$ cat src/rtl/counter_pkg.sv
// -----------------------------------------------------------------------------
// counter_pkg
//   Shared constants and helpers for the mod_counter family.
//   - DIR_UP / DIR_DOWN : encodings of the up_down input.
//   - MODE_WRAP / MODE_SAT : legal values of the SATURATE parameter.
//   - clamp_load()      : limits a parallel-load value to the top of the range.
// -----------------------------------------------------------------------------
package counter_pkg;

    localparam logic DIR_UP   = 1'b1;
    localparam logic DIR_DOWN = 1'b0;

    localparam int MODE_WRAP = 0;
    localparam int MODE_SAT  = 1;

    // Returns value if it lies in 0..mod-1, otherwise mod-1. Operands are kept
    // at 32 bits so the helper serves every counter width up to 32.
    function automatic logic [31:0] clamp_load(input logic [31:0] value,
                                               input logic [31:0] mod);
        return (value <= mod - 32'd1) ? value : mod - 32'd1;
    endfunction

endpackage

$ cat src/rtl/mod_counter_next.sv
// -----------------------------------------------------------------------------
// mod_counter_next
//   Combinational next-state logic for mod_counter.
//   Priority: clear > load > enable step > hold.
//   Ports:
//     count_i          current count
//     up_down_i        step direction (DIR_UP / DIR_DOWN)
//     enable_i         take one step this cycle
//     clear_i          force next count to 0
//     load_i           take (clamped) load_value_i
//     load_value_i     parallel-load value
//     next_count_o     count for the next cycle
//     boundary_event_o step attempted past 0 or MOD-1 (wrap or blocked step)
// -----------------------------------------------------------------------------
module mod_counter_next
    import counter_pkg::*;
#(
    parameter int WIDTH    = 8,
    parameter int MOD      = 256,
    parameter int SATURATE = MODE_WRAP
) (
    input  logic [WIDTH-1:0] count_i,
    input  logic             up_down_i,
    input  logic             enable_i,
    input  logic             clear_i,
    input  logic             load_i,
    input  logic [WIDTH-1:0] load_value_i,
    output logic [WIDTH-1:0] next_count_o,
    output logic             boundary_event_o
);

    // One extra bit of headroom: MOD-1 and count+1 are always representable,
    // so the range never depends on natural binary rollover.
    localparam logic [WIDTH:0] TOP = (WIDTH+1)'(MOD - 1);
    localparam logic [WIDTH:0] ONE = (WIDTH+1)'(1);
    localparam logic           SAT = (SATURATE == MODE_SAT);

    logic [WIDTH:0] count_ext;
    logic [WIDTH:0] next_ext;
    logic [31:0]    clamped;
    logic           unused_bits;

    assign count_ext = {1'b0, count_i};
    assign clamped   = clamp_load(32'(load_value_i), 32'(MOD));

    always_comb begin
        // NOTE: every output of this block gets a default first, so no path
        // leaves it unassigned and no latch is inferred.
        next_ext         = count_ext;
        boundary_event_o = 1'b0;
        if (clear_i) begin
            next_ext = '0;
        end else if (load_i) begin
            next_ext = (WIDTH+1)'(clamped);
        end else if (enable_i) begin
            case (up_down_i)
                DIR_UP: begin
                    if (count_ext == TOP) begin
                        boundary_event_o = 1'b1;
                        next_ext         = SAT ? TOP : '0;
                    end else begin
                        next_ext = count_ext + ONE;
                    end
                end
                DIR_DOWN: begin
                    if (count_ext == '0) begin
                        boundary_event_o = 1'b1;
                        next_ext         = SAT ? '0 : TOP;
                    end else begin
                        next_ext = count_ext - ONE;
                    end
                end
                default: begin
                    next_ext = count_ext;
                end
            endcase
        end
    end

    // next_ext never exceeds MOD-1, so its top bit is always zero.
    assign next_count_o = next_ext[WIDTH-1:0];
    assign unused_bits  = ^{next_ext[WIDTH], clamped};

endmodule

$ cat src/rtl/mod_counter.sv
// -----------------------------------------------------------------------------
// mod_counter
//   Parametrised modulo counter: up/down, synchronous clear and parallel load,
//   wrap or saturate at the range boundary, registered terminal-count pulse and
//   sticky overflow flag.
//   Parameters: WIDTH (count bits), MOD (range 0..MOD-1, 2..2**WIDTH),
//               SATURATE (MODE_WRAP / MODE_SAT).
//   Ports:
//     clk, reset_n  rising-edge clock, asynchronous active-low reset
//     enable        step once this cycle
//     up_down       direction, 1 = up, 0 = down
//     clear         synchronous clear of count (ovf untouched)
//     load          synchronous load of load_value (clamped to MOD-1)
//     ovf_clr       clears the sticky ovf flag
//     count         registered count
//     tc            one-cycle pulse after each boundary event
//     ovf           sticky boundary-event flag
// -----------------------------------------------------------------------------
module mod_counter
    import counter_pkg::*;
#(
    parameter int WIDTH    = 8,
    parameter int MOD      = 256,
    parameter int SATURATE = MODE_WRAP
) (
    input  logic             clk,
    input  logic             reset_n,
    input  logic             enable,
    input  logic             up_down,
    input  logic             clear,
    input  logic             load,
    input  logic [WIDTH-1:0] load_value,
    input  logic             ovf_clr,
    output logic [WIDTH-1:0] count,
    output logic             tc,
    output logic             ovf
);

    if (WIDTH < 1 || WIDTH > 32) begin : g_bad_width
        $fatal(1, "mod_counter: WIDTH must be 1..32");
    end
    if (MOD < 2 || 64'(MOD) > (64'd1 << WIDTH)) begin : g_bad_mod
        $fatal(1, "mod_counter: MOD must be 2..2**WIDTH");
    end
    if (SATURATE != MODE_WRAP && SATURATE != MODE_SAT) begin : g_bad_mode
        $fatal(1, "mod_counter: SATURATE must be 0 or 1");
    end

    logic [WIDTH-1:0] count_q;
    logic [WIDTH-1:0] count_d;
    logic             tc_q;
    logic             tc_d;
    logic             ovf_q;
    logic             ovf_d;
    logic             boundary_event;

    mod_counter_next #(
        .WIDTH    (WIDTH),
        .MOD      (MOD),
        .SATURATE (SATURATE)
    ) u_next (
        .count_i          (count_q),
        .up_down_i        (up_down),
        .enable_i         (enable),
        .clear_i          (clear),
        .load_i           (load),
        .load_value_i     (load_value),
        .next_count_o     (count_d),
        .boundary_event_o (boundary_event)
    );

    // Clear and load never raise a boundary event, so tc drops on them too.
    assign tc_d  = boundary_event;
    // A new boundary event outranks a simultaneous ovf_clr.
    assign ovf_d = boundary_event | (ovf_q & ~ovf_clr);

    always_ff @(posedge clk or negedge reset_n) begin
        // NOTE: state registers use non-blocking assignments so every flop
        // samples the pre-edge values regardless of statement order.
        if (!reset_n) begin
            count_q <= '0;
            tc_q    <= 1'b0;
            ovf_q   <= 1'b0;
        end else begin
            count_q <= count_d;
            tc_q    <= tc_d;
            ovf_q   <= ovf_d;
        end
    end

    assign count = count_q;
    assign tc    = tc_q;
    assign ovf   = ovf_q;

endmodule

$ cat config.mk
export PLATFORM = sky130hd
export DESIGN_NAME = mod_counter
export DESIGN_NICKNAME = d
export VERILOG_FILES = /design/src/rtl/counter_pkg.sv /design/src/rtl/mod_counter_next.sv /design/src/rtl/mod_counter.sv
export SDC_FILE = /design/constraint.sdc
export NUM_CORES = 1
export LEC_CHECK = 0
export ABC_CLOCK_PERIOD_IN_PS = 1900
export CAP_MARGIN = 20
export CORE_MARGIN = 5
export CORE_UTILIZATION = 45
export CTS_BUF_LIST = sky130_fd_sc_hd__clkbuf_8
export DETAILED_ROUTE_END_ITERATION = 12
export GPL_ROUTABILITY_DRIVEN = 0
export HOLD_SLACK_MARGIN = 0.05
export PLACE_DENSITY = 0.78
export SYNTH_ARGS = -nofsm -noshare
export SYNTH_HDL_FRONTEND = slang
export SYNTH_SLANG_ARGS = --single-unit
$ cat constraint.sdc
create_clock -name clk -period 1.9 [get_ports clk]
set_clock_uncertainty 0.2 [all_clocks]
set_input_delay 0.285 -clock clk [delete_from_list [all_inputs] [get_ports clk]]
set_output_delay 0.285 -clock clk [all_outputs]
set_load 0.01 [all_outputs]
# Word level (Yosys, flattened, before mapping)
# Index checks and enable logic that the tools add are counted.
[classes]
n_addsub = 2
n_eq_ne = 1
muxes = 12
n_bitwise = 4
n_reduce_logical = 2
[op_table]
columns = ["operator", "count"]
rows = [
  ["2-to-1 mux 8 bit", 5],
  ["case mux 8 bit (2 select lines)", 1],
  ["zero test 9 bit", 1],
  ["adder 8 x 1 -> 8 bit, second input constant", 1],
  ["equality test 8 bit, second input constant", 1],
  ["subtractor 8 x 1 -> 8 bit, second input constant", 1],
  ["2-to-1 mux 1 bit", 5],
  ["nonzero test 3 bit", 1],
  ["NOT 1 bit", 2],
  ["case mux 1 bit (2 select lines)", 1],
  ["AND 1 bit", 1],
  ["OR 1 bit", 1],
]
[totals]
register_bits = 10
in_bits = 15
out_inout_bits = 10
wordCells = 24

# Logic depth before layout (Yosys ltp)
# Gate-level depths: netlist of the first run.
[logic_depth]
depth_word = 7
mapped_depth = 7
ltp_nobuf = 6

# By module
# A second synthesis of the first run with hierarchy kept.
[unflattened]
cells_unflattened = 114
area_unflattened_um2 = 969.7
[by_module_without_submodules]
columns = ["module", "instances", "cells_each", "area_per_inst_um2", "seq_area_each_um2"]
rows = [
  ["mod_counter_next", 1, 102, 708.2, 0.0],
  ["mod_counter", 1, 12, 261.5, 250.2],
]

# Worst setup path after synthesis of the first run
# OpenSTA, ideal clock, no wires.
[synth_path]
path_type = "reg2reg"
from = "reg count_q[0] (netlist: count[0])"
to = "reg count_q[5] (netlist: count[5])"
arrival_ns = 1.571
path_slack_ns = -0.002
path_stages_with_launch = 8
n_path_buf = 1
synth_period_minus_slack_ns = 1.902
cell_sequence = "dfrtp_1 buf_2 inv_1 ha_1 nor2b_1 a31oi_2 nor4b_2 a211oi_2"
[synth_between]
elab_chain_cells = 6
elab_cells_between_ends = 10
cone_classes = "add/sub: 2; eq/ne: 1; mux: 6; reduce/logical: 1"
[synth_rtl]
columns = ["element", "line", "rtl"]
rows = [
  ["start: declaration", "mod_counter.sv:49", "logic [WIDTH-1:0] count_q;"],
  ["start signal: assignment", "mod_counter.sv:85", "count_q <= count_d;"],
  ["subtractor 8 x 1 -> 8 bit, or another cell as far along", "mod_counter_next.sv:70", "next_ext = count_ext - ONE;"],
  ["2-to-1 mux 8 bit, on equally long branches", "mod_counter_next.sv:66, mod_counter_next.sv:58", ""],
  ["case mux 8 bit (2 select lines) (*)", "mod_counter_next.sv:56", "case (up_down_i)"],
  ["2-to-1 mux 8 bit (*)", "mod_counter_next.sv:55", "end else if (enable_i) begin"],
  ["2-to-1 mux 8 bit (*)", "mod_counter_next.sv:53", "end else if (load_i) begin"],
  ["2-to-1 mux 8 bit (*)", "mod_counter_next.sv:51", "if (clear_i) begin"],
]
# Every way passes the cells marked *; elsewhere a longest branch is shown, timed or not. The select of a mux whose other input is x is not followed.
# A chain may end at the register's enable or synchronous reset.

# Worst setup path in the final report of the first run
[layout_path]
from = "reg count_q[2] (netlist: count[2])"
to = "reg count_q[5] (netlist: count[5])"
# Same word-level chain as after synthesis.

==> results of run 1 <==
==> cell families (layout without fill, tap and decap cells) <==
| logic type | count (synthesis) | in the layout |
|---|---|---|
| XOR/XNOR | 7 | 7 |
| flip-flops | 10 | 10 |
| adder cells (fa/ha/maj) | 3 | 3 |
| AO/OA/AOI/OAI | 31 | 31 |
| AND/OR/NAND/NOR | 44 | 44 |
| multiplexers | 1 | 1 |
| buffers and inverters | 15 | 50 |
==> metrics by stage <==
| stage | hold slack [ps] | worst slack [ps] | power, uW | std cells | TNS (ps) |
|---|---|---|---|---|---|
| finish | 187 | 32.5 | 814 | 173 | 0 |
| global placement | 260 | 39.8 | 526 | 169 | 0 |
| global route | 233 | -34.7 | 854 | 173 | -34.7 |
| CTS | 207 | 9.55 | 808 | 173 | 0 |
| detailed placement | 282 | -23.3 | 532 | 169 | -32.0 |
| floorplan | -211 | 41.5 | 414 | 111 | 0 |
==> final cells by class <==
class	count	area (um2)
Inverter	5	18.8
Fill cell	170	632
Clock buffer	4	55.1
Multi-Input combinational cell	86	639
Timing Repair Buffer	41	368
Tap cell	27	33.8
Sequential cell	10	255
==> sequential cells by signal (all words and copies together), names as in the netlist <==
signal and flops:
count 8, tc 1, ovf 1
==> Yosys cell counts, types with 3 or more instances <==
master | instances | area share (%)
dfrtp_1 | 10 | 26
nand2_1 | 10 | 3.9
a21oi_1 | 8 | 4.2
inv_1 | 5 | 2.0
nand4_1 | 5 | 3.3
xnor2_1 | 5 | 4.6
clkbuf_1 | 4 | 1.6
nor2_1 | 4 | 1.6
nor2b_1 | 4 | 2.6
nor3b_1 | 4 | 3.1
and3_1 | 3 | 2.0
buf_6 | 3 | 3.5
ha_1 | 3 | 3.9
nor3_1 | 3 | 1.6
o21ai_0 | 3 | 1.6
==> power groups by stage <==
stage / logic [uW] / clock network [uW] / registers, uW
finish: 285 / 270 / 259
global route: 307 / 286 / 261
CTS: 276 / 275 / 257
detailed placement: 272 / 0 / 259
global placement: 267 / 0 / 258
floorplan: 161 / 0 / 253
==> routing by layer <==
layer / track usage [%] / up-vias / share of wire [%]
met1: 21.8 / 469 / 41
met3: 2.55 / 6 / 6.8
met2: 32.1 / 45 / 51
li1: - / 479 / -
met5: 0 / - / 0
met4: 7.46 / 0 / 1.6
==> worst paths after layout <==
check | start | slack, ps | to | cells after the start
min reg2reg | ovf$_DFF_PN0_ | 290 | ovf$_DFF_PN0_ | 1
max in group asynchronous | reset_n | 940 | count[1]$_DFFE_PN0P_ | 1
min | reset_n | 190 | count[6]$_DFFE_PN0P_ | 1
max | count[2]$_DFFE_PN0P_ | 30 | count[5]$_DFFE_PN0P_ | 4
max reg2reg | count[2]$_DFFE_PN0P_ | 30 | count[5]$_DFFE_PN0P_ | 4
min in group clk | ovf$_DFF_PN0_ | 290 | ovf$_DFF_PN0_ | 1
==> worst max-delay path, delay by kind of cell (launching register included) <==
| family | cells | cell delay (ps) |
|---|---|---|
| simple gates | 3 | 910 |
| flops | 1 | 470 |
| compound gates | 1 | 200 |
==> placed cells by master (no fill, tap or decap), types with 5 or more instances in the layout <==
master,count
a21oi_1,8
nand4_1,5
nand2_1,10
inv_1,5
xnor2_1,5
dfrtp_1,6
buf_4,17
clkdlybuf4s50_1,24
==> timing repair <==
action,CTS,global route
pin swaps,0,1
resized for setup,2,5
setup endpoints to repair,2,4
==> impl_metrics.ini, run 1 <==
[sta]
finalHoldViolCount = 0
tightest_slew_ps = 503
slew-limit-headroom_pct = 66.4
maxSlewViolCount = 0
min_period_ps = 1870
finalCritPeriodShare_pct = 98.3
fmax_ghz = 0.535
setup_viol = 0

[placed_design]
hpwl_mm = 2.01
port-buffer-count = 24
postPlaceCellArea_mm2 = 0.00129

[logic_synthesis]
synth_cell_types = 43
synth_top_flop_cell = dfrtp_1
seq_area_frac_synth_pct = 26.2
synth-compound-area-share_pct = 23.9
synth_top_family_by_area = simple AND/OR/NAND/NOR gates
synth-adder-area-share_pct = 3.93
async_flop_share_pct = 100
synth_simple_gate_area_share_pct = 30.0
yosys.area_share.xor_xnor_pct = 6.42
syn-num-nets = 129
yosys-mux-area-fraction_pct = 1.05
synth-edff-count = 0
ys.warnings.count = 0
ys_seq_elements = 10
avgSynthCellArea_um2 = 8.60
netlist_area_um2 = 955
netlist_instances = 111

[global_route]
grt_start_max_net_pins = 17
grt.total_usage_pct = 18.2
grt_pass1_wl_mm = 4.57
grt_pass1_vias = 989
overflow = 0
antenna_found_initial = 0

[setup_path]
startpoint_type = flip-flop
slowest_stage = dfrtp_1
cp.arrival_ps = 1820
cp_max_fo = 6
path_cells = or3_4, nor4_1, nor4b_4, a211oi_2
required_ps = 1850
slowest_delay_ps = 470
crit_type = flip-flop to flip-flop
setup.worst_path.end_class = flip-flop

[worst_hold_path]
min_path_type = input pin to async pin

[layout]
layout.nets = 165
area_delta_synth_final_pct = 43.5
final_util_pct = 68.4
fin_area_mm2 = 0.00137
antennaDiodeCount = 0
drive_gt1_share_pct = 26.0

[clock_tree]
clk_path_buf_depth = 2
cts_root_buf = clkbuf_8
cts_max_level = 1
cts.sinks = 10
cts_tree = built
clkSlewWorstSetupHoldPaths_ps = 50
postCtsHoldBufs = 0
post_cts.repair.setup_buffers = 0
clk_latency_ps = 230
cts_buffers = 3

[floorplanning]
dieArea_mm2 = 0.00314
die_w_um = 56.1
fp.coreArea_mm2 = 0.00200
initial_utilization_pct = 47.7
ios = 25
die_h_um = 56.1
std_cell_rows = 16

[power_and_ir_drop]
ir_drop_mv = 0.275
comb_power_share_pct = 35.0
intPower_uw = 567
cellLeakagePower_uw = 0.000543
sw_frac_of_total_pct = 30.3
seq_power_share_pct = 31.8
power_density_mw_per_mm2 = 594
netSwitchingPower_uw = 247
clock_power_share_pct = 33.2

[routing]
via_count = 999
wirelength_mm = 2.72
drtPass1Iterations = 4
dr.first_iter.drc_count = 48
via_per_inst = 5.77
wl_per_cell_um = 15.7
post-route-drc-count = 0
ant_nets = 0

[run]
cap_violations = 0

[outcome]
status = complete, no violations
Power figures use the tool's default switching activity.
==> run 2, diff against run 1 <==
--- a/config.mk
+++ b/config.mk
@@ -14,6 +14,7 @@
 export GPL_ROUTABILITY_DRIVEN = 0
 export HOLD_SLACK_MARGIN = 0.05
 export PLACE_DENSITY = 0.78
+export SKIP_CTS_REPAIR_TIMING = 1
 export SYNTH_ARGS = -nofsm -noshare
 export SYNTH_HDL_FRONTEND = slang
 export SYNTH_SLANG_ARGS = --single-unit
==> impl_metrics.ini, run 2 (synthesis gave the netlist of run 1 again) <==
[routing]
wirelength_mm = 2.75
wl_per_cell_um = 15.9
dr.first_iter.drc_count = 42
ant_nets = 0
top_layer = met4
via_count = 967
post-route-drc-count = 0
met2WireLength_mm = 1.42
wl_met1_mm = 1.16
met3WireLength_um = 138
via_per_inst = 5.59
drtPass1Iterations = 4

[layout]
fill_cells = 167
regArea_um2 = 255
drive_gt1_share_pct = 26.0
antennaDiodeCount = 0
final_common_cell = clkdlybuf4s50_1
area_delta_synth_final_pct = 44.4
largest_register_ffs = 8
layout.nets = 165
final_cell_mix = 24 x clkdlybuf4s50_1, 17 x buf_4, 10 x nand2_1
multi_input_area_um2 = 648

[setup_path]
cp.arrival_ps = 1810
cp-startpoint = count[2]$_DFFE_PN0P_
rr_worst_depth = 4
startpoint_type = flip-flop
cp_top_family = simple AND/OR/NAND/NOR gates
crit_buf_inv = 0
reg2reg_from = count[2]$_DFFE_PN0P_
critical_path_cell_count = 4
required_ps = 1850
cp_max_fo = 6
rrSetupSlack_ps = 40
path_cells = or3_4, nor4_1, nor4b_4, a211oi_2
r2r_end = count[5]$_DFFE_PN0P_
slowest_stage = dfrtp_1
slowest_delay_ps = 470
crit_type = flip-flop to flip-flop
setup.worst_path.end_class = flip-flop

[power_and_ir_drop]
cellLeakagePower_uw = 0.000544
power_density_mw_per_mm2 = 595
ir_drop_mv = 0.275

[sta]
finalHoldViolCount = 0
tns_ps = 0
holdWs_ps = 183
finalCritPeriodShare_pct = 98.0
tightest_slew_ps = 496
setup_viol = 0
fmax_ghz = 0.537
min_period_ps = 1860
slew-limit-headroom_pct = 66.8
maxSlewViolCount = 0

[global_route]
grt_pass1_vias = 989
antenna_found_initial = 0
grt_pass1_wl_mm = 4.57
overflow = 0
grt.total_usage_pct = 18.2
grt_start_max_net_pins = 17

[floorplanning]
die_h_um = 56.1
die_w_um = 56.1
ios = 25
dieArea_mm2 = 0.00314
initial_utilization_pct = 47.7
std_cell_rows = 16
fp.coreArea_mm2 = 0.00200

[clock_tree]
clkSlewWorstSetupHoldPaths_ps = 50
clk_latency_ps = 240
cts_max_level = 1
cts_tree = built
cts_buffers = 3
clk_path_buf_depth = 2
cts_root_buf = clkbuf_8
cts.sinks = 10

[placed_design]
port-buffer-count = 24
hpwl_mm = 2.01

[run]
cap_violations = 0

[outcome]
status = complete, no violations

[worst_hold_path]
min_path_type = input pin to async pin
==> run 2: cell count changes in the layout (fill, tap and decap cells not counted) <==
cell,delta
a31oi_2,-1
a31oi_4,+1
==> run 2: where the power goes <==
| part | internal, uW | leakage (uW) | switching, uW |
|---|---|---|---|
| Combinational | 158 | 0.000388 | 132 |
| Clock | 183 | 0.0000288 | 89.3 |
| Sequential | 228 | 0.000128 | 30.2 |
==> run 2: cell type report <==
cell class	instances	share of cell area [%]
clock buffers	4	3.99
inverters	5	1.36
multi-input cells	86	47.0
well taps	27	2.45
flip-flops and latches	10	18.5
repair buffers	41	26.7
==> run 2: worst max path at each step <==
stage	slack [ps]	end
5_1_grt	-30	count[5]$_DFFE_PN0P_
4_1_cts	-30	count[3]
2_1_floorplan	40	count[5]$_DFFE_PN0P_
6_report	40	count[5]$_DFFE_PN0P_
3_3_place_gp	40	count[5]$_DFFE_PN0P_
3_5_place_dp	-20	count[5]$_DFFE_PN0P_
==> run 2: per-layer routing <==
layer  vias to the layer above  GRT usage, %
met5                         -             0
met4                         0          7.46
met3                         2          2.55
met2                        33          32.1
met1                       454          21.8
li1                        478             -
==> run 2: per-stage QoR <==
stage / total power (uW) / area [um2] / setup WS, ps / util (%) / instances
after floorplan: 414 / 957 / 41.5 / - / 111
after global placement: 526 / 1290 / 39.8 / 64.6 / 169
after detailed placement: 532 / 1290 / -23.3 / 64.6 / 169
after CTS: 807 / 1350 / -32.7 / 67.4 / 173
after global routing: 859 / 1380 / -34.7 / 68.9 / 173
final: 821 / 1380 / 38.0 / 68.9 / 173
